[src/rtl/uart_rx_frontend.sv]
// UART 8N1 receiver: 2-flop synchroniser, start-bit glitch check, mid-bit sampling.
// Byte valid 1 cycle after the stop sample; held until accepted, later bytes dropped with overrun pulse.
module uart_rx_frontend #(
   parameter int CLOCK_FREQ = 100_000_000,
   parameter int BAUD_RATE  = 115_200
) (
   input  logic       clk_in,
   input  logic       rst_in,
   input  logic       rx_wire_in,
   output logic [7:0] data_byte_out,
   output logic       data_valid_out,
   input  logic       data_ready_in,
   output logic       framing_error_out,
   output logic       overrun_out,
   output logic       busy_out
);

   localparam int BIT_PERIOD  = CLOCK_FREQ / BAUD_RATE;
   localparam int HALF_PERIOD = BIT_PERIOD / 2;
   localparam int CW          = $clog2(BIT_PERIOD) + 1;
   localparam logic [CW-1:0] HALF_LAST = CW'(HALF_PERIOD - 1);
   localparam logic [CW-1:0] BIT_LAST  = CW'(BIT_PERIOD - 1);

   typedef enum logic [2:0] {IDLE, START, DATA, STOP, WAIT_HIGH} state_t;

   state_t          state;
   logic            rx_m;
   logic            rx_s;
   logic [CW-1:0]   cnt;
   logic [2:0]      bit_idx;
   logic [7:0]      shift;

   always_ff @(posedge clk_in) begin
      if (rst_in) begin
         rx_m              <= 1'b1;
         rx_s              <= 1'b1;
         state             <= IDLE;
         cnt               <= '0;
         bit_idx           <= '0;
         shift             <= '0;
         data_byte_out     <= '0;
         data_valid_out    <= 1'b0;
         framing_error_out <= 1'b0;
         overrun_out       <= 1'b0;
         busy_out          <= 1'b0;
      end else begin
         rx_m              <= rx_wire_in;
         rx_s              <= rx_m;
         framing_error_out <= 1'b0;
         overrun_out       <= 1'b0;
         if (data_valid_out && data_ready_in)
            data_valid_out <= 1'b0;

         case (state)
            IDLE: begin
               cnt     <= '0;
               bit_idx <= '0;
               if (!rx_s) begin
                  state    <= START;
                  busy_out <= 1'b1;
               end
            end
            START: begin
               if (cnt == HALF_LAST) begin
                  cnt <= '0;
                  // a start bit that is already high again at mid-bit is a glitch
                  if (rx_s) begin
                     state    <= IDLE;
                     busy_out <= 1'b0;
                  end else begin
                     state <= DATA;
                  end
               end else begin
                  cnt <= cnt + CW'(1);
               end
            end
            DATA: begin
               if (cnt == BIT_LAST) begin
                  cnt   <= '0;
                  shift <= {rx_s, shift[7:1]};
                  if (bit_idx == 3'd7)
                     state <= STOP;
                  else
                     bit_idx <= bit_idx + 3'd1;
               end else begin
                  cnt <= cnt + CW'(1);
               end
            end
            STOP: begin
               if (cnt == BIT_LAST) begin
                  cnt <= '0;
                  if (rx_s) begin
                     state    <= IDLE;
                     busy_out <= 1'b0;
                     // a byte accepted this very cycle frees the slot for the new one
                     if (!data_valid_out || data_ready_in) begin
                        data_byte_out  <= shift;
                        data_valid_out <= 1'b1;
                     end else begin
                        overrun_out <= 1'b1;
                     end
                  end else begin
                     framing_error_out <= 1'b1;
                     state             <= WAIT_HIGH;
                  end
               end else begin
                  cnt <= cnt + CW'(1);
               end
            end
            WAIT_HIGH: begin
               if (rx_s) begin
                  state    <= IDLE;
                  busy_out <= 1'b0;
               end
            end
            default: begin
               state    <= IDLE;
               busy_out <= 1'b0;
            end
         endcase
      end
   end

endmodule

[config.mk]
export PLATFORM = sky130hd
export DESIGN_NAME = uart_rx_frontend
export DESIGN_NICKNAME = d
export VERILOG_FILES = /design/src/rtl/uart_rx_frontend.sv
export SDC_FILE = /design/constraint.sdc
export NUM_CORES = 1
export LEC_CHECK = 0
export ABC_AREA = 1
export CAP_MARGIN = 15
export CORE_ASPECT_RATIO = 0.8
export CORE_MARGIN = 3
export CORE_UTILIZATION = 40
export CTS_CLUSTER_SIZE = 8
export DETAILED_ROUTE_END_ITERATION = 10
export PLACE_DENSITY = 0.7
export SLEW_MARGIN = 20
export SYNTH_ARGS = -nofsm -noshare
export SYNTH_HDL_FRONTEND = slang
export SYNTH_SLANG_ARGS = --single-unit
[constraint.sdc]
create_clock -name clk_in -period 1.5 [get_ports clk_in]
set_input_delay 0.15 -clock clk_in [delete_from_list [all_inputs] [get_ports clk_in]]
set_output_delay 0.15 -clock clk_in [all_outputs]
set_load 0.01 [all_outputs]
* Yosys cells after proc, flatten, opt, wreduce, memory -nomap -nowiden
Index checks and enable logic that the tools add are counted.
** Cells by class
- Add/sub/neg operators :: 2
- Equal/unequal tests :: 14
- Mux-type cells :: 27
- Bitwise gates (word level) :: 4
- Reductions and logical operators :: 14
** Operators with widths (number)
- one-hot mux 11 bit (3 select lines) :: 1
- 2-to-1 mux 3 bit :: 9
- 2-to-1 mux 11 bit :: 2
- one-hot mux 3 bit (5 select lines) :: 1
- != test 2 bit, second input constant :: 7
- adder 11 x 1 -> 11 bit, second input constant :: 1
- == test 11 x 10 -> 1 bit, second input constant :: 1
- == test 11 x 9 -> 1 bit, second input constant :: 1
- 2-to-1 mux 1 bit :: 11
- AND reduction 4 bit :: 2
- == test 3 x 2 -> 1 bit, second input constant :: 2
- == test 3 bit, second input constant :: 2
- one-hot mux 3 bit (2 select lines) :: 1
- AND reduction 6 bit :: 1
- one-hot mux 1 bit (5 select lines) :: 1
- NOT 1 bit :: 4
- OR reduction 4 bit :: 1
- adder 3 x 1 -> 3 bit, second input constant :: 1
- == test 3 x 1 -> 1 bit, second input constant :: 1
- zero test 3 bit :: 1
- AND reduction 3 bit :: 1
- nonzero test 3 bit :: 1
- OR reduction 3 bit :: 1
- 2-to-1 mux 2 bit :: 1
- 6 further kinds :: 6
** Storage, ports and cells
- Bits in registers :: 39
- Input port bits :: 4
- Output and inout bits :: 12

* Logic depth before layout (Yosys ltp)
- Depth after elaboration :: 6
- Mapped depth :: 10
- Gate-level depth less buffers :: 10

* Worst setup path after synthesis
OpenSTA, ideal clock, no wires.
- Path kind :: reg2reg
- Start point :: reg cnt[0]
- End point :: reg data_byte_out[3]
- Data arrival time :: 1.376 ns
- Path slack :: 0.008 ns
- Cell stages (with the launch flop) :: 10
- Buffers on the path :: 1
- Period minus slack after synthesis :: 1.492 ns
- Path through :: dfxtp_1 ha_1 nand2_1 nor2_1 nand3_4 inv_2 nand3_4 buf_6 o21ai_1 a21oi_1
** On the way
- Cells in the longest elaborated chain, start to end :: 2
** RTL lines
- start: declaration :: RTL line 29 : logic [CW-1:0] cnt;
- start signal: assignment :: RTL line 74 : cnt <= cnt + CW'(1);
- start signal: assignment :: RTL line 86 : cnt <= cnt + CW'(1);
- start signal: assignment :: RTL line 107 : cnt <= cnt + CW'(1);
- == test 11 x 10 -> 1 bit :: RTL line 90 : if (cnt == BIT_LAST) begin
- AND reduction 4 bit (no line)
- end signal: assignment :: RTL line 97 : data_byte_out <= shift;
- end: declaration :: RTL line 10 : output logic [7:0] data_byte_out,
Every way passes these cells.
A chain may end at the register's enable or synchronous reset.

* Worst setup path after layout
- Start point :: reg cnt[1]
- End point :: reg cnt[1]
** On the way
- Cells in the longest elaborated chain, start to end :: 3
- Elaborated cells on any way between the ends :: 6
** RTL lines
- adder 11 x 1 -> 11 bit (tied with other cells) :: RTL line 74, 86, 107
- 2-to-1 mux 11 bit (on tied branches) :: RTL line 78, 90, 64
- one-hot mux 11 bit (3 select lines) (*) :: RTL line 54 : case (state)
Mark *: on every way between the ends. The rest lies on a longest branch, timed or not.

==> flow_summary_export.csv <==
group,metric,value,unit
place,place_congestion,0.835,
cts,h-tree-depth,2,
detailed_routing,routed-via-count,1709,
worst_setup_path,worstPathMaxFanout,6,
layout,final_cell_mix,"nand2_1 (36), nor2_1 (34), inv_1 (31), dfxtp_1 (31), a21oi_1 (23)",
sta,drv_slew,0,
detailed_routing,ant_nets,0,
synthesis,synth.top_cell.area_share,43.5,%
worst_setup_path,worst-setup-path-type,"register to register",
worst_setup_path,cp.required,1.69,ns
sta,finalSetupViolCount,0,
worst_setup_path,max_stage_delay,0.34,ns
status,status,"complete, no violations",
cts,clkTransAtPathRegs,0.08,ns
sta,tightest_slew,0.731,ns
flow_run,drv_cap,0,
global_routing,overflow,0,
detailed_routing,via_per_inst,4.98,
place,postPlaceCellArea,0.00208,mm^2
cts,cts_tree,"yes",
cts,ctsLongestPathBuffers,2,
cts,cts_buffers,5,
cts,hold_buffers,0,
sta,period_minus_slack,1.46,ns
cts,clockRootBuffer,"clkbuf_8",
global_routing,grt.total_usage,15.3,%
sta,hold_viol,0,
worst_setup_path,worst_setup_path_end_kind,"register",
floorplanning,pin_count,16,
layout,nets,293,
sta,clock_skew,0.00757,ns
sta,rsz0062_at_grt,"true",
synthesis,synth.area.top_cells,"dfxtp_1 (44%), nand2_1 (8.6%), nor2_1 (8.2%), a21oi_1 (7.0%), inv_1 (6.7%)",
floorplanning,rows,21,
detailed_routing,first_pass_iters,5,
layout,antenna_cells,0,
global_routing,antenna_found_initial,0,
floorplanning,die_w,80.9,um
place,place_worst_setup_slack,-0.0852,ns
power,p_leak,0.981,nW
worst_setup_path,cp.arrival,1.65,ns
synthesis,synth_flop_cell,"dfxtp_1",
sta,relSlewSlack,51.2,%
floorplanning,die_area,0.00533,mm^2
power,peakVddDrop,0.718,mV
place,port_buffers,15,
global_routing,grt_max_degree,27,
detailed_routing,first_iter_violations,130,
synthesis,syn_inst,251,
layout,areaGrowthSynthToFinish,31.8,%
global_routing,grt_pass1_vias,1416,
worst_setup_path,cp_slowest_cell,"dfxtp_2",
detailed_routing,drt-total-wl,4060,um
synthesis,syn_area_per_cell,7.14,um^2
synthesis,ys_seq_area_share,43.5,%
worst_setup_path,cp-start-kind,"register",
layout,layout_commonest_cell,"nand2_1",
layout,utilization,55.5,%
floorplanning,initial_utilization,42.1,%
floorplanning,core_area,0.00426,mm^2
worst_setup_path,cp_cell_sequence,"inv_1, ha_4, nand4_1, o21ai_2, nand2_2, nand2_1, o21ai_1, nand2_1, inv_1",
synthesis,synthArstFlopShare,0,%
synthesis,synth_edf_count,0,
synthesis,yosysWarnings,0,
synthesis,synth_nets,259,
synthesis,yosys.area.top_type,"dfxtp_1",
layout,stdcell_area,0.00236,mm^2
power,p_per_area,1330,mW/mm^2
cts,clk_latency,0.29,ns
detailed_routing,drc_errors,0,
synthesis,netlist_area,0.00179,mm^2
global_routing,grt_pass1_wl,6390,um
sta,finalCritPeriodShare,97.1,%
synthesis,yosysUniqueCellTypes,25,
sta,worst_slack,0.0430,ns
detailed_routing,wire_per_inst,11.8,um
sta,fmax,0.686,GHz
floorplanning,die_y,65.9,um
layout,drive_gt1_share,23.4,%
synthesis,synth.ff_latch_count,39,
cts,cts_sinks,39,
place,dp_hpwl,2630,um
worst_hold_path,worstHoldPathType,"register to register",
## metrics by stage
step | power (W) | hold WS (ns) | setup TNS [ns] | cells
after global routing | 0.00332 | 0.416 | -0.282 | 343
final | 0.00314 | 0.411 | 0 | 343
after detailed placement | 0.00205 | 0.401 | -0.592 | 330
after floorplan | 0.00181 | 0.254 | 0 | 251
after CTS | 0.00293 | 0.416 | -0.0166 | 339
after global placement | 0.00205 | 0.396 | -0.0684 | 330
## report_power, final
group | internal [W] | switching (W) | total [W]
clock network | 0.000495 | 0.000386 | 0.000882
logic | 0.000388 | 0.000663 | 0.00105
registers | 0.00112 | 0.0000943 | 0.00121
## critical path: cells and delay by family, from the launching register on
| family | cells | cell delay, ns |
|---|---|---|
| AND/OR/NAND/NOR | 4 | 0.40 |
| buffers and inverters | 2 | 0.17 |
| flip-flops | 1 | 0.34 |
| AO/OA/AOI/OAI | 2 | 0.29 |
| adder cells (fa/ha/maj) | 1 | 0.15 |
## timing repair
item                       4_1_cts  5_1_grt
pin swaps                        0       16
buffers inserted                 0        3
cloned                           1        1
resized for setup                7       43
setup endpoints to repair       18       34
## worst paths after layout
check	to	cells after the start	from	slack, ns
max reg2reg	cnt[1]$_SDFFE_PP0P_	9	cnt[1]$_SDFFE_PP0P_	0.04
min reg2reg	rx_s$_SDFF_PP1_	1	rx_m$_SDFF_PP1_	0.41
min	rx_s$_SDFF_PP1_	1	rx_m$_SDFF_PP1_	0.41
max	cnt[1]$_SDFFE_PP0P_	9	cnt[1]$_SDFFE_PP0P_	0.04
## layout make-up
| cell class | instances | area (um^2) |
|---|---|---|
| clock buffers | 5 | 68.8 |
| repair buffers | 31 | 285 |
| flip-flops and latches | 39 | 791 |
| fillers | 398 | 1890 |
| multi-input cells | 172 | 963 |
| well taps | 57 | 71.3 |
| inverters | 36 | 140 |
| clock inverters | 3 | 43.8 |
## sequential cells by signal, summed over array words and instances (netlist names)
| signal | count |
|---|---|
| state | 3 |
| cnt | 11 |
| shift | 8 |
| data_valid_out | 1 |
| rx_m | 1 |
| rx_s | 1 |
| data_byte_out | 8 |
| overrun_out | 1 |
| framing_error_out | 1 |
| busy_out | 1 |
| bit_idx | 3 |
## cells in the mapped netlist, types with 4 or more instances
| master | number |
|---|---|
| o21ai_0 | 23 |
| nand2_1 | 41 |
| inv_1 | 32 |
| a21oi_1 | 25 |
| nor3_1 | 5 |
| nand3_1 | 14 |
| nor2_1 | 39 |
| dfxtp_1 | 39 |
| ha_1 | 4 |
## logic make-up after synthesis
family                   Yosys count  synth area share (%)
AO/OA/AOI/OAI                     52                  14.9
XOR/XNOR                           3                  1.47
adder cells (fa/ha/maj)            4                  2.79
buffers and inverters             41                  9.21
flip-flops                        39                  43.5
AND/OR/NAND/NOR                  112                  28.1
## metal layers
layer	share of wire, %	vias to the layer above	track usage, %
met2	42	49	21.3
met4	1.6	0	6.75
li1	-	881	-
met1	52	773	22.4
met3	4.6	6	3.27
met5	0	-	0
Power figures use the tool's default switching activity.
